$ cat config.mk
export PLATFORM = sky130hd
export DESIGN_NAME = half_adder_add_ctrl
export DESIGN_NICKNAME = d
export VERILOG_FILES = /design/src/rtl/half_adder_pkg.sv /design/src/rtl/half_adder_array.sv /design/src/rtl/half_adder_add_ctrl.sv
export SDC_FILE = /design/constraint.sdc
export NUM_CORES = 1
export LEC_CHECK = 0
export BUFFER_PORTS_ARGS = -buffer_cell sky130_fd_sc_hd__buf_4
export CAP_MARGIN = 20
export CORE_UTILIZATION = 43
export CTS_CLUSTER_SIZE = 24
export DETAILED_ROUTE_END_ITERATION = 12
export PLACE_DENSITY = 0.76
export SLEW_MARGIN = 30
export SYNTH_ARGS = -nofsm -noshare
export SYNTH_HDL_FRONTEND = slang
export SYNTH_HIERARCHICAL = 1
export SYNTH_SLANG_ARGS = --single-unit
$ cat constraint.sdc
create_clock -name clk -period 1 [get_ports clk]
set_input_delay 0 -clock clk [delete_from_list [all_inputs] [get_ports clk]]
set_output_delay 0 -clock clk [all_outputs]
set_load 0.02 [all_outputs]
$ cat src/rtl/half_adder_pkg.sv
// Shared types and sizing helpers for the half-adder based addition sequencer.
package half_adder_pkg;

  typedef enum logic [1:0] {
    IDLE = 2'd0,
    RUN  = 2'd1,
    DONE = 2'd2
  } state_t;

  localparam int DEFAULT_WIDTH = 4;

  // Bits needed to hold an iteration count in 0..width.
  function automatic int iter_cnt_w(input int width);
    return $clog2(width + 1);
  endfunction

endpackage

$ cat src/rtl/half_adder_array.sv
// WIDTH independent half adders; purely combinational.
module half_adder_array
  import half_adder_pkg::*;
#(
  parameter int WIDTH = DEFAULT_WIDTH
) (
  input  logic [WIDTH-1:0] a,
  input  logic [WIDTH-1:0] b,
  output logic [WIDTH-1:0] sum,
  output logic [WIDTH-1:0] carry
);

  for (genvar i = 0; i < WIDTH; i++) begin : g_ha
    assign sum[i]   = a[i] ^ b[i];
    assign carry[i] = a[i] & b[i];
  end

endmodule

$ cat src/rtl/half_adder_add_ctrl.sv
// Full WIDTH-bit adder built from a half-adder array by re-injecting the
// shifted carry each cycle until no carry remains. start/done handshake.
module half_adder_add_ctrl
  import half_adder_pkg::*;
#(
  parameter int  WIDTH = DEFAULT_WIDTH,
  localparam int CW    = iter_cnt_w(WIDTH)
) (
  input  logic             clk,
  input  logic             rst,
  input  logic             start,
  input  logic [WIDTH-1:0] a,
  input  logic [WIDTH-1:0] b,
  output logic             busy,
  output logic             done,
  output logic [WIDTH-1:0] sum,
  output logic             cout,
  output logic [CW-1:0]    iter_count
);

  state_t           state, nxt;
  logic [WIDTH-1:0] op_a, op_b;
  logic [WIDTH-1:0] ha_sum, ha_carry;
  logic [WIDTH-1:0] op_b_nxt;
  logic             flag;
  logic [CW-1:0]    cnt;

  half_adder_array #(.WIDTH(WIDTH)) u_ha (
    .a     (op_a),
    .b     (op_b),
    .sum   (ha_sum),
    .carry (ha_carry)
  );

  // Carries move up one bit; the top carry leaves the word and lands in flag.
  assign op_b_nxt = {ha_carry[WIDTH-2:0], 1'b0};

  // State register.
  always_ff @(posedge clk or posedge rst) begin
    if (rst) state <= IDLE;
    else     state <= nxt;
  end

  // Next-state: b==0 needs no iterations; RUN ends once the re-injected carry is zero.
  always_comb begin
    nxt = state;
    case (state)
      IDLE: if (start) nxt = (b == '0) ? DONE : RUN;
      RUN:  if (op_b_nxt == '0) nxt = DONE;
      DONE: nxt = IDLE;
      default: nxt = IDLE;
    endcase
  end

  // Operand, carry flag and iteration counter; results stay put outside RUN.
  always_ff @(posedge clk or posedge rst) begin
    if (rst) begin
      op_a <= '0;
      op_b <= '0;
      flag <= 1'b0;
      cnt  <= '0;
    end else begin
      case (state)
        IDLE: if (start) begin
          op_a <= a;
          op_b <= b;
          flag <= 1'b0;
          cnt  <= '0;
        end
        RUN: begin
          op_a <= ha_sum;
          op_b <= op_b_nxt;
          flag <= flag | ha_carry[WIDTH-1];
          cnt  <= cnt + CW'(1);
        end
        default: ;
      endcase
    end
  end

  // Each pass pushes the lowest pending carry up a bit, so k can never exceed WIDTH.
  always_ff @(posedge clk) begin
    if (!rst) assert (int'(cnt) <= WIDTH);
  end

  assign busy       = (state != IDLE);
  assign done       = (state == DONE);
  assign sum        = op_a;
  assign cout       = flag;
  assign iter_count = cnt;

endmodule

# Word level (Yosys, flattened, before mapping)
# Index checks and enable logic that the tools add are counted.
[classes]
mux = 12
n_div = 0
shifts = 0
n_addsub = 1
bitwise = 9
n_reduce_logical = 7
magnitude_cmp = 0
n_mul = 0
eq_ne = 4
[ops]
columns = ["operator", "count"]
rows = [
  ["one-hot mux 4 bit (2 select lines)", 2],
  ["logical NOT 4 bit", 2],
  ["two-way mux 4 bit", 2],
  ["two-way mux 2 bit", 3],
  ["one-hot mux 3 bit (2 select lines)", 1],
  ["bitwise AND 1 bit", 4],
  ["!= test 2 bit (second input constant)", 2],
  ["one-hot mux 2 bit (2 select lines)", 1],
  ["AND reduction 2 bit", 2],
  ["nonzero test 2 bit", 2],
  ["XOR 1 bit", 4],
  ["adder 3 x 1 -> 3 bit (second input constant)", 1],
  ["two-way mux 3 bit", 1],
  ["== test 2 x 1 -> 1 bit (second input constant)", 1],
  ["== test 2 bit (second input constant)", 1],
  ["logical NOT 2 bit", 1],
  ["one-hot mux 1 bit (2 select lines)", 1],
  ["two-way mux 1 bit", 1],
  ["OR 1 bit", 1],
]
[totals]
wordCells = 38
mem_bits_ro = 0
ff_bits = 14
latch_bits = 0
inputBits = 11
out_inout_bits = 10
ram_bits = 0
memories = 0

# Longest topological paths before layout
# Gate-level depths: netlist of the first run.
[logic_depth]
word_depth = 4
depth_mapped = 4
ltp_nobuf = 3

# Modules after synthesis
# The synthesis of the first run kept the hierarchy.
[modules_own_cells]
columns = ["module", "n_inst", "cells_per_inst", "seq_area_each_um2", "area_per_inst_um2"]
rows = [
  ["half_adder_add_ctrl", 1, 65, 350.3, 644.4],
  ["half_adder_array", 1, 4, 0.0, 50.0],
]

# Least setup slack after synthesis of the first run
# No wires, ideal clock.
[synth_path]
path_kind = "register to register"
startpoint = "reg op_a[1], in the netlist sum[1]"
endpoint = "reg state[0]"
setup_slack_ns = -0.134
n_path_buf = 0
arrival_ns = 0.996
path_stages_with_launch = 4
path_cell_list = "dfrtp_1 > ha_1 > nor3_1 > o22ai_1"
[synth_between]
elab_chain_cells = 4
[synth_lines]
columns = ["element", "line_no", "text"]
rows = [
  ["from (decl)", "half_adder_add_ctrl.sv:22", "logic [WIDTH-1:0] op_a, op_b;"],
  ["from (signal assigned)", "half_adder_add_ctrl.sv:71", "op_a <= ha_sum;"],
  ["bitwise AND 1 bit", "half_adder_array.sv:15", "assign carry[i] = a[i] & b[i];"],
  ["net ha_carry[1]", "half_adder_add_ctrl.sv:23", "logic [WIDTH-1:0] ha_sum, ha_carry;"],
  ["logical NOT 4 bit", "half_adder_add_ctrl.sv:49", "RUN: if (op_b_nxt == '0) nxt = DONE;"],
  ["!= test 2 bit (no source line)", "--", ""],
  ["AND reduction 2 bit (no source line)", "--", ""],
  ["to (signal assigned)", "half_adder_add_ctrl.sv:41", "else state <= nxt;"],
  ["to (decl)", "half_adder_add_ctrl.sv:21", "state_t state, nxt;"],
]
# The timed path passes the listed nets, and every way through them passes these cells.
# A chain may end at the register's enable or synchronous reset.

# Final worst setup path of the first run
[layout_path]
startpoint = "reg state[0]"
endpoint = "reg op_b[3]"
[layout_between]
elab_chain_cells = 3
word_cells_on_any_way = 6
cone_classes = "eq/ne: 2; mux: 1; reduce/logical: 3"
[layout_lines]
columns = ["element", "line_no", "text"]
rows = [
  ["== test 2 x 1 -> 1 bit or logical NOT 2 bit (tied branches)", "half_adder_add_ctrl.sv:63", "case (state)"],
  ["nonzero test 2 bit (no source line) or != test 2 bit (tied branches)", "--", ""],
  ["AND reduction 2 bit (no source line)", "--", ""],
  ["to (signal assigned)", "half_adder_add_ctrl.sv:72", "op_b <= op_b_nxt;"],
  ["to (decl)", "half_adder_add_ctrl.sv:22", ""],
]
# Parallel ways exist; a longest one is shown, timed or not.

==> results of run 1 <==
-- worst max path at each step --
stage                              start                    to  slack (ps)  depth (start not counted)
finish              state[0]$_DFFE_PP0P_   op_b[3]$_DFFE_PP0P_        -130                          5
global route        state[0]$_DFFE_PP0P_    sum[2]$_DFFE_PP0P_        -160                          4
CTS                 state[0]$_DFFE_PP0P_    sum[1]$_DFFE_PP0P_        -110                          5
detailed placement  state[0]$_DFFE_PP0P_    sum[1]$_DFFE_PP0P_        -190                          4
global placement    state[0]$_DFFE_PP0P_    sum[2]$_DFFE_PP0P_        -140                          4
floorplan             sum[0]$_DFFE_PP0P_  state[0]$_DFFE_PP0P_         -20                          3
-- cells in the mapped netlist --
library cell	count	area [sq um]
nor2_1	3	11.3
nor3_1	1	5.00
clkbuf_1	1	3.75
nand2b_1	1	6.26
dfrtp_1	14	350
a21oi_1	2	10.0
buf_2	1	5.00
inv_1	3	11.3
buf_4	1	7.51
o22ai_1	1	6.26
ha_1	5	62.6
a32o_1	2	20.0
a32oi_1	7	61.3
o21ai_0	1	5.00
nand2_1	18	67.6
nand3b_1	2	15.0
and2b_1	1	7.51
nor4_1	1	6.26
buf_6	1	11.3
o21bai_1	1	7.51
nand3_1	1	5.00
a22o_1	1	8.76
-- layer usage --
metal | vias up | GRT usage (%) | part of all wire, %
li1 | 328 | - | -
met1 | 366 | 28.7 | 42
met2 | 24 | 39.4 | 53
met3 | 2 | 6.03 | 4.7
met4 | 0 | 9.38 | 0.68
met5 | - | 0 | 0
-- worst max-delay path, cell delays in order, from the launching register on --
cell     delay (ps)
dfrtp_1         400
nor2_1           50
buf_4           150
buf_12          130
a32oi_1         210
nand2_1          70
-- registers in the layout, summed over array words and instances (netlist names) --
signal,cells
iter_count,3
sum,4
state,2
cout,1
op_b,4
-- final cells by class --
cell class,count,share of cell area [%]
tap,16,1.70
sequential,14,30.3
inverter,3,1.17
timing repair buffer,40,31.0
clock buffer,3,1.91
multi-input combinational,48,33.9
-- power groups by stage --
stage	combinational [mW]	sequential (mW)	clock, mW
6_report	2.05	1.07	0.330
3_3_place_gp	1.54	1.06	0
5_1_grt	2.22	1.10	0.348
3_5_place_dp	1.60	1.08	0
4_1_cts	1.87	1.07	0.318
2_1_floorplan	0.819	1.23	0
-- cells by family (layout without fill, tap and decap cells) --
logic type | Yosys count | in the layout | synth area share (%)
flops | 14 | 14 | 50.5
compound gates | 15 | 15 | 17.1
buf+inv | 7 | 46 | 5.58
simple gates | 28 | 28 | 17.8
fa+ha+maj | 5 | 5 | 9.01
-- timing repair --
action,4_1_cts,5_1_grt
hold buffers,9,0
hold endpoints to repair,22,0
gates resized for setup,7,12
cloned,0,0
pin swaps,9,7
setup buffers,2,0
setup endpoints to repair,16,20
==> results.toml, run 1 <==
[clocking]
htreeDepth = 1
cts_made_buffers = 3
clock_latency_ps = 280
cts_tree = "done"
cts_sinks = 14
cts_root_buf = "clkbuf_4"
clock_path_buffers = 2
cts.clk_slew.worst_paths_ps = 90

[job]
maxCapViolCount = 0

[finish]
nets = 126
areaGrowthSynthToFinish_pct = 69.9
regArea_sq_um = 358
stdcell_area_sq_um = 1180
finalNonFillerCells = 124
final_util_pct = 78.3
drive_gt1_share_pct = 50.0
layout_commonest_cell = "buf_4"
num-fill-cells = 105
final_cell_mix = "buf_4, nand2_1, dlygate4sd3_1"
antenna_cells = 0
multiInputGateArea_sq_um = 400

[synthesis]
yosys_warnings = 6
netlist_area_sq_um = 694
syn_avg_cell_area_sq_um = 10.1
netlist-cell-type-count = 22
syn-num-nets = 85
ys_seq_area_share_pct = 50.5
synthCells = 69
ys_ff_latch = 14

[placement]
dpl.cell_count = 110
io_buffer_count = 20
dpl_cell_area_sq_um = 967
pre_cts_ws_ps = -194
dp_hpwl_um = 1260
place_congestion = 0.700

[routing]
drt_iter0_markers = 12
wire_per_inst_um = 15.3
firstDrtPassIters = 4
via_count = 720
wl_um = 1900
antenna_left = 0
viasPerCell = 5.81
route.detailed.drc = 0

[timing]
rsz0062_at_grt = "yes"
fin_crit_ps = 1130
setup_viol = 14
maxSlewViolCount = 0
whs_ps = 23.8
max_freq_ghz = 0.888
maxSlewHeadroom_pct = 63.2
worst_pin_slew_ps = 551
hold_violations = 0
fin_ws_ps = -126
timing.final.crit_share_pct = 113
finClkSkew_ps = 4.04
final.setup.tns_ps = -1140

[grt]
grt_pass1_vias = 701
grt_overflow = 0
grt_max_degree = 15
grt_pass1_wl_um = 3110
track_usage_pct = 23.5
antenna_found_initial = 0

[setup_path]
required_ps = 1170
worstSetupPathType = "flip-flop to flip-flop"
end_kind = "flip-flop"
worst-path-max-fanout = 9
worstReg2RegStart = "state[0]$_DFFE_PP0P_"
cp-start-kind = "flip-flop"
r2r-end = "op_b[3]$_DFFE_PP0P_"
worst_r2r_path_depth = 5
arrival_ps = 1300
reg2reg_slack_ps = -130

[floorplan]
dieArea_sq_um = 1780
io_pins = 21
core-area_sq_um = 1510
rows = 14
start_util_pct = 46.1
die_x_um = 42.2
dieHeight_um = 42.2

[hold_path]
whs_path_depth = 3
hold_class = "input pin to flip-flop"
holdCritStartpoint = "b[0]"
whs_endpoint = "state[0]$_DFFE_PP0P_"

[power_and_ir_drop]
sw_frac_of_total_pct = 40.8
intPower_mw = 2.04
vdd.ir_drop.worst_mv = 1.63
pwr_density_cell_nw_per_um2 = 2920
comb_power_share_pct = 59.3
switchingPower_mw = 1.41
power.total_mw = 3.45
leakagePower_nw = 0.559
power.share.clock_pct = 9.6
sequentialPowerShare_pct = 31.1

[run_status]
run_status = "finished with violations"
violations = "negative setup slack"
No activity file was read; power rests on OpenSTA's default activity.
==> run 2, diff against run 1 <==
--- a/config.mk
+++ b/config.mk
@@ -11,6 +11,7 @@
 export CTS_CLUSTER_SIZE = 24
 export DETAILED_ROUTE_END_ITERATION = 12
 export PLACE_DENSITY = 0.76
+export RECOVER_POWER = 50
 export SLEW_MARGIN = 30
 export SYNTH_ARGS = -nofsm -noshare
 export SYNTH_HDL_FRONTEND = slang
==> run 2 against run 1 <==
Net effect: the run still ends with negative setup slack left; setup slack got worse by 1.9 ps; total power about the same; global-route usage unchanged; maximum frequency decreased by 0.17%; clock skew increased by 1.2 ps; sequential cell count unchanged; final cell count unchanged; largest power group unchanged; highest routed layer unchanged.
==> results.toml, run 2 (same netlist as run 1, synthesis figures left out) <==
[grt]
grt_pass1_wl_um = 3110
grt_max_degree = 15
antenna_found_initial = 0
grt_pass1_vias = 701
grt_overflow = 0
track_usage_pct = 23.5

[setup_path]
reg2reg_slack_ps = -130
required_ps = 1170
worst_r2r_path_depth = 5
cp_cell_sequence = "nor2_1, buf_4, buf_12, a32oi_1, nand2_1"
cp.buffers_inverters = 2
worst-path-max-fanout = 9
max_stage_delay_ps = 400
slowest_stage = "dfrtp_1"
crit_family = "flip-flops"
worstReg2RegStart = "state[0]$_DFFE_PP0P_"
end_kind = "flip-flop"
cp-start-kind = "flip-flop"
arrival_ps = 1300
r2r-end = "op_b[3]$_DFFE_PP0P_"
worstSetupPathType = "flip-flop to flip-flop"

[floorplan]
core-area_sq_um = 1510
dieArea_sq_um = 1780
die_x_um = 42.2
io_pins = 21
start_util_pct = 46.1
rows = 14
dieHeight_um = 42.2

[clocking]
cts.clk_slew.worst_paths_ps = 90
cts_tree = "done"
cts_made_buffers = 3
cts_sinks = 14
htreeDepth = 1
clock_latency_ps = 280
clock_path_buffers = 2
cts_root_buf = "clkbuf_4"

[timing]
maxSlewViolCount = 0
fin_ws_ps = -128
worst_pin_slew_ps = 563
maxSlewHeadroom_pct = 62.4
hold_violations = 0
finClkSkew_ps = 5.25
max_freq_ghz = 0.887
setup_viol = 14
whs_ps = 23.6
fin_crit_ps = 1130
timing.final.crit_share_pct = 113
rsz0062_at_grt = "yes"

[finish]
final_util_pct = 78.3
drive_gt1_share_pct = 50.0
final_cell_mix = "buf_4, nand2_1, dlygate4sd3_1"
areaGrowthSynthToFinish_pct = 69.9
multiInputGateArea_sq_um = 400
nets = 126
antenna_cells = 0
num-fill-cells = 105
regArea_sq_um = 358
layout_commonest_cell = "buf_4"

[routing]
route.detailed.drc = 0
via_count = 714
wire_per_inst_um = 15.4
wl_um = 1910
drt_iter0_markers = 12
firstDrtPassIters = 4
viasPerCell = 5.76
antenna_left = 0

[run_status]
run_status = "finished with violations"
violations = "negative setup slack"

[hold_path]
whs_path_depth = 3
holdCritStartpoint = "b[0]"
whs_endpoint = "state[0]$_DFFE_PP0P_"
hold_class = "input pin to flip-flop"

[job]
maxCapViolCount = 0

[placement]
io_buffer_count = 20
dp_hpwl_um = 1260
place_congestion = 0.700
pre_cts_ws_ps = -194

[power_and_ir_drop]
pwr_density_cell_nw_per_um2 = 2920
vdd.ir_drop.worst_mv = 1.63
leakagePower_nw = 0.559
==> run 2: changes by cell type in the layout (fill, tap and decap cells not counted), sizes merged <==
| cell | before | now |
|---|---|---|
| buf | 31 | 30 |
| clkbuf | 3 | 4 |
==> run 2: per-stage QoR <==
stage | setup TNS (ps) | power, mW | instance area, sq um | instances
floorplan | -168 | 2.05 | 759 | 69
global placement | -1060 | 2.60 | 967 | 110
detailed placement | -1450 | 2.67 | 967 | 110
CTS | -998 | 3.25 | 1130 | 124
global route | -1810 | 3.66 | 1180 | 124
finish | -1140 | 3.45 | 1180 | 124
==> run 2: metal layers <==
metal / part of all wire [%] / GRT usage, % / vias to the layer above / wire (um)
li1: - / - / 328 / -
met2: 53 / 39.4 / 22 / 1010
met1: 42 / 28.7 / 362 / 800
met3: 4.3 / 6.03 / 2 / 82
met4: 0.68 / 9.38 / 0 / 13
met5: 0 / 0 / - / 0
==> run 2: tightest hold or removal path, cell delays in order <==
cell,delay [ps]
buf_4,80
nor4_1,60
o22ai_1,120
==> run 2: repair_timing <==
item / in CTS / in global routing
hold buffers: 9 / 0
gates cloned: 0 / 0
pin swaps: 9 / 7
endpoints found under the setup margin: 16 / 20
hold endpoints to repair: 22 / 0
buffers inserted: 2 / 0
resized for setup: 7 / 12
==> run 2: final cells by class <==
cell class / count / area share, %
Inverter: 3 / 1.17
Clock buffer: 3 / 1.91
Tap cell: 16 / 1.70
Sequential cell: 14 / 30.3
Multi-Input combinational cell: 48 / 33.9
Timing Repair Buffer: 40 / 31.0
==> run 2: where the power goes <==
part / leakage [nW] / switching, mW / internal [mW] / total, mW
clock: 0.0138 / 0.189 / 0.140 / 0.328
sequential: 0.173 / 0.250 / 0.823 / 1.07
combinational: 0.372 / 0.966 / 1.08 / 2.04
total: 0.559 / 1.40 / 2.04 / 3.45
==> run 2: how the worst max path moves through the flow <==
stage | start | to | slack, ps | cells past startpoint
finish | state[0]$_DFFE_PP0P_ | op_b[3]$_DFFE_PP0P_ | -130 | 5
global placement | state[0]$_DFFE_PP0P_ | sum[2]$_DFFE_PP0P_ | -140 | 4
global route | state[0]$_DFFE_PP0P_ | sum[2]$_DFFE_PP0P_ | -160 | 4
detailed placement | state[0]$_DFFE_PP0P_ | sum[1]$_DFFE_PP0P_ | -190 | 4
CTS | state[0]$_DFFE_PP0P_ | sum[1]$_DFFE_PP0P_ | -110 | 5
floorplan | sum[0]$_DFFE_PP0P_ | state[0]$_DFFE_PP0P_ | -20 | 3
